===== src/rtl/bus_arbiter.sv =====
// Two-requester arbiter (fetch and memory stage) sharing one downstream bus,
// with a single outstanding transaction and an optional round-robin policy.
//
// state  | meaning
// IDLE   | no transaction; sampling i/d requests
// BUSY_I | fetch request on the downstream bus
// BUSY_D | memory-stage request on the downstream bus
// DONE_I | one-cycle fetch response (suppressed if aborted)
// DONE_D | one-cycle memory-stage response
module bus_arbiter #(
  parameter bit FAIR = 1'b0
) (
  input  logic        clk,
  input  logic        rst,
  input  logic        i_valid,
  input  logic [63:0] i_addr,
  input  logic [2:0]  i_size,
  output logic        i_addr_ok,
  output logic        i_data_ok,
  output logic [63:0] i_data,
  input  logic        i_abort,
  input  logic        d_valid,
  input  logic [63:0] d_addr,
  input  logic [2:0]  d_size,
  input  logic [7:0]  d_strobe,
  input  logic [63:0] d_wdata,
  output logic        d_addr_ok,
  output logic        d_data_ok,
  output logic [63:0] d_data,
  output logic        m_valid,
  output logic [63:0] m_addr,
  output logic [2:0]  m_size,
  output logic [7:0]  m_strobe,
  output logic [63:0] m_data,
  input  logic        m_addr_ok,
  input  logic        m_data_ok,
  input  logic [63:0] m_rdata
);

  typedef enum logic [2:0] {
    IDLE   = 3'd0,
    BUSY_I = 3'd1,
    BUSY_D = 3'd2,
    DONE_I = 3'd3,
    DONE_D = 3'd4
  } state_t;

  state_t      state_q, state_d;
  logic [63:0] addr_q, addr_d;
  logic [2:0]  size_q, size_d;
  logic [7:0]  strobe_q, strobe_d;
  logic [63:0] wdata_q, wdata_d;
  logic [63:0] idata_q, idata_d;
  logic [63:0] ddata_q, ddata_d;
  logic        last_fetch_q, last_fetch_d;
  logic        abort_q, abort_d;
  logic        d_sel;
  logic        m_done;

  // Memory stage wins unless round-robin says fetch is owed a turn.
  assign d_sel  = d_valid && (!FAIR || !i_valid || last_fetch_q);
  assign m_done = m_addr_ok && m_data_ok;

  always_ff @(posedge clk or posedge rst) begin
    if (rst) begin
      state_q      <= IDLE;
      addr_q       <= '0;
      size_q       <= '0;
      strobe_q     <= '0;
      wdata_q      <= '0;
      idata_q      <= '0;
      ddata_q      <= '0;
      last_fetch_q <= 1'b1;
      abort_q      <= 1'b0;
    end else begin
      state_q      <= state_d;
      addr_q       <= addr_d;
      size_q       <= size_d;
      strobe_q     <= strobe_d;
      wdata_q      <= wdata_d;
      idata_q      <= idata_d;
      ddata_q      <= ddata_d;
      last_fetch_q <= last_fetch_d;
      abort_q      <= abort_d;
    end
  end

  always_comb begin
    state_d      = state_q;
    addr_d       = addr_q;
    size_d       = size_q;
    strobe_d     = strobe_q;
    wdata_d      = wdata_q;
    idata_d      = idata_q;
    ddata_d      = ddata_q;
    last_fetch_d = last_fetch_q;
    abort_d      = abort_q;
    case (state_q)
      IDLE: begin
        if (d_sel) begin
          addr_d       = d_addr;
          size_d       = d_size;
          strobe_d     = d_strobe;
          wdata_d      = d_wdata;
          last_fetch_d = 1'b0;
          state_d      = BUSY_D;
        end else if (i_valid) begin
          addr_d       = i_addr;
          size_d       = i_size;
          strobe_d     = '0;
          wdata_d      = '0;
          last_fetch_d = 1'b1;
          abort_d      = i_abort;
          state_d      = BUSY_I;
        end
      end
      BUSY_I: begin
        if (i_abort) abort_d = 1'b1;
        if (m_done) begin
          idata_d = m_rdata;
          state_d = DONE_I;
        end
      end
      BUSY_D: begin
        if (m_done) begin
          ddata_d = m_rdata;
          state_d = DONE_D;
        end
      end
      DONE_I, DONE_D: begin
        abort_d = 1'b0;
        state_d = IDLE;
      end
      default: state_d = IDLE;
    endcase
  end

  assign m_valid   = (state_q == BUSY_I) || (state_q == BUSY_D);
  assign m_addr    = addr_q;
  assign m_size    = size_q;
  assign m_strobe  = strobe_q;
  assign m_data    = wdata_q;
  assign i_addr_ok = (state_q == DONE_I) && !abort_q;
  assign i_data_ok = (state_q == DONE_I) && !abort_q;
  assign i_data    = idata_q;
  assign d_addr_ok = (state_q == DONE_D);
  assign d_data_ok = (state_q == DONE_D);
  assign d_data    = ddata_q;

endmodule


===== config.mk =====
export PLATFORM = sky130hd
export DESIGN_NAME = bus_arbiter
export DESIGN_NICKNAME = d
export VERILOG_FILES = /design/src/rtl/bus_arbiter.sv
export SDC_FILE = /design/constraint.sdc
export NUM_CORES = 1
export LEC_CHECK = 0
export CAP_MARGIN = 30
export CORE_AREA = 2 2 212 214
export CTS_CLUSTER_DIAMETER = 120
export CTS_CLUSTER_SIZE = 14
export DETAILED_ROUTE_END_ITERATION = 8
export DIE_AREA = 0 0 214 216
export HOLD_SLACK_MARGIN = 0.1
export PLACE_DENSITY = 0.59
export SLEW_MARGIN = 10
export SYNTH_ARGS = -nofsm -noshare
export SYNTH_HDL_FRONTEND = slang
export SYNTH_SLANG_ARGS = --single-unit

===== constraint.sdc =====
create_clock -name clk -period 17.89 [get_ports clk]
set_input_delay 1.789 -clock clk [delete_from_list [all_inputs] [get_ports clk]]
set_output_delay 1.789 -clock clk [all_outputs]
set_load 0.005 [all_outputs]

==> summary.txt <==
Yosys
  – Mapped Area: between 10000 and 15000 um2
  – Synth Register Bits: between 200 and 300
  – Post-synth EDFFs: 0
  – Synth top area share: between 60% and 70%
  – Yosys warns: 0
  – Most used flip-flop cell after synthesis: dfrtp_1
  – Sequential share of the synthesized area: 60.37%
  – Async S/R FF share, synth: between 90% and 100%
  – Cell variety after synth: 24
  – Syn_nets: 953
  – Synth area leader: dfrtp_1
  – Synth top area cells: dfrtp_1, mux2_2, mux2_4, a22o_1, buf_6
  – Post-Synthesis Cells: roughly 680
  – Avg Inst Size Synth: between 15 and 20 um2

GRT
  – Pin count of the biggest net entering global routing: 152
  – Grt ovf: 0
  – Number of global-route vias before repair: around 8.2k
  – Initial antenna violation count: 2
  – First-pass GRT wire length: about 55000 um
  – Total GRT Usage: 15.31%

Clock tree
  – Number of clock sinks: ~270
  – Hold buffers post-CTS: 0
  – Post-CTS resize count: 0
  – CTS tree: done
  – Worst-Skew Late Latency: 0.53 ns
  – CTS root buffer: clkbuf_16
  – TritonCTS Buffers: 23
  – Clock Path Buffers: 3
  – H-tree Lvls: 1
  – Post-CTS Setup Bufs: 0
  – Clock transition at path regs: roughly 0.070 ns

Floorplan
  – Die area: ~46000 um2
  – Die Y: 216 um
  – Initial core utilization: 25.63%
  – CORE AREA: 43840 um2
  – Die X: between 200 and 250 um
  – Core Rows: 77
  – I/O pin count: 549

Timing
  – Tmin final: slightly below 4 ns
  – Final setup fails: 0
  – Worst slew margin: 38.00%
  – Period utilisation layout: between 20 and 25%
  – Hold Worst Slack: 0.5026 ns
  – Worst Skew: 0.01628 ns
  – Slew Limit Fails: 0
  – Final Hold Fails: 0
  – Fin Setup TNS: 0 ns
  – Maximum clock frequency: roughly 260 MHz
  – Worst slew pin tran: around 0.93 ns
  – RSZ-0062 raised after global routing: false

Run status
  – Outcome: finished clean

Finish
  – Share of cells above drive strength 1: between 20 and 30%
  – Final core utilization: between 40 and 50%
  – Post-route insts no fill: about 1.8k
  – Synthesis-to-layout area growth: 58.83%
  – Final #Nets: 1486

Route
  – Via Count: 7727
  – First DRT Iteration DRCs: between 300 and 400
  – DRC Markers: 0
  – DR pass1 iterations: 4
  – Antenna-violating nets left: 0
  – Drt total wl: 36380 um
  – WL/cell: 20.19 um
  – Via density: 4.288

Pwr
  – Leakage: 7.487 nW
  – Power per cell area: approximately 160 nW/um2
  – Post-route total power: 2.819 mW
  – Peak VDD IR: roughly 0.073 mV

Worst hold path
  – WHS Path Cells: 1
  – Worst hold path type: flip-flop to flip-flop
  – Worst hold path endpoint: m_addr[40]$_DFFE_PP0P_
  – Worst Hold Launch: m_addr[40]$_DFFE_PP0P_

Critical path
  – Crit Path Class: flip-flop to output port
  – Worst R2R Path Depth: 4
  – Crit-path max FO: 8
  – Worst R2R End: i_data[24]$_DFFE_PP0P_
  – FF-to-FF Start: state_q[0]$_DFFE_PP0P_
  – Crit path launch type: flip-flop
  – Critical Path RT: roughly 16 ns
  – Arrival time worst endpoint: 2.06 ns
  – Reg2Reg Setup Slack: 15.25 ns
  – CP endpoint kind: output port

Job
  – Max cap viols: 0

Place
  – Port buffer count: 548
  – Placed insts: between 1.5k and 2k
  – GP Congestion: between 0.8 and 0.9
  – HPWL Detailed: approximately 26000 um
## per-stage QoR
step,instance area [um2],worst slack (ns)
floorplan,11230,8.634
global placement,17200,13.21
detailed placement,17220,13.54
CTS,17810,13.96
global route,17840,13.94
finish,17840,14.05
## area by class of cell
type                       count  area [um2]
tap                          592       740.7
antenna                        2       5.005
multi-input combinational    355        4114
inverter                       1       11.26
fill                        4107       25990
sequential                   271        6782
clock inverter                 1       11.26
timing repair buffer         557        5603
clock buffer                  23       575.6
## cell families after synthesis
kind of cell / share of synthesized area, %
xor gates and xnor gates: 0.07798
and+or+nand+nor: 0.7908
DFF: 60.37
buffers and inverters: 3.185
muxes: 29.54
AOI/OAI and AO/OA: 6.037
## cells in the final DEF (no fill, tap or decap), drive strengths merged
master and instances:
diode 2, a22o 72, a32o 1, inv 2
clkdlybuf4s50 547, nand2 1, clkbuf 23, nor4b 1
nand3b 1, o21a 1, mux2 262, nor3 1
and3 2, a211oi 1, nor2 4, nor2b 1
buf 10, xnor2 1, a2111oi 1, dfrtp 271
and2 3, o21ai 2
## where the power goes
part	total [mW]	internal (mW)	switching, mW
Clock	0.448	0.228	0.220
Sequential	1.08	0.908	0.169
Combinational	1.29	0.889	0.405
## how the worst max path moves through the flow
stage | endpoint | startpoint | cells past startpoint | slack (ns)
2_1_floorplan | abort_q$_DFFE_PP0P_ | rst | 1 | 8.63
3_5_place_dp | i_data[24]$_DFFE_PP0P_ | m_data_ok | 5 | 13.54
4_1_cts | i_addr_ok | state_q[2]$_DFFE_PP0P_ | 3 | 13.96
6_report | i_addr_ok | state_q[2]$_DFFE_PP0P_ | 3 | 14.05
3_3_place_gp | m_addr[49]$_DFFE_PP0P_ | i_valid | 5 | 13.21
5_1_grt | i_addr_ok | state_q[2]$_DFFE_PP0P_ | 3 | 13.94
## Yosys cell counts (2+ instances only)
cell	number
dfrtp_1	271
mux2_2	164
mux2_4	98
a22o_1	72
buf_2	25
buf_6	17
clkbuf_1	4
nor2_1	4
and2_1	3
buf_4	3
and3_1	2
## state kept, by name, indices dropped and copies added (netlist names)
name      flops
d_data       64
m_addr       64
m_data       64
m_strobe      8
m_size        3
abort_q       1
i_data       64
state_q       3
## critical path, cell delays in order, from the launching register on
cell and delay, ns:
dfrtp_1 0.50, nand3b_1 0.23, nor2_1 0.24, clkdlybuf4s50_1 0.56
## routing by layer
layer | routed length (um) | global-route usage, % | up-vias
li1 | - | - | 3497
met1 | 14860 | 19.34 | 3942
met2 | 18520 | 26.47 | 250
met3 | 2262 | 3.707 | 38
met4 | 739 | 3.380 | 0
met5 | 0 | 0 | -
(Power assumes the default switching activity.)
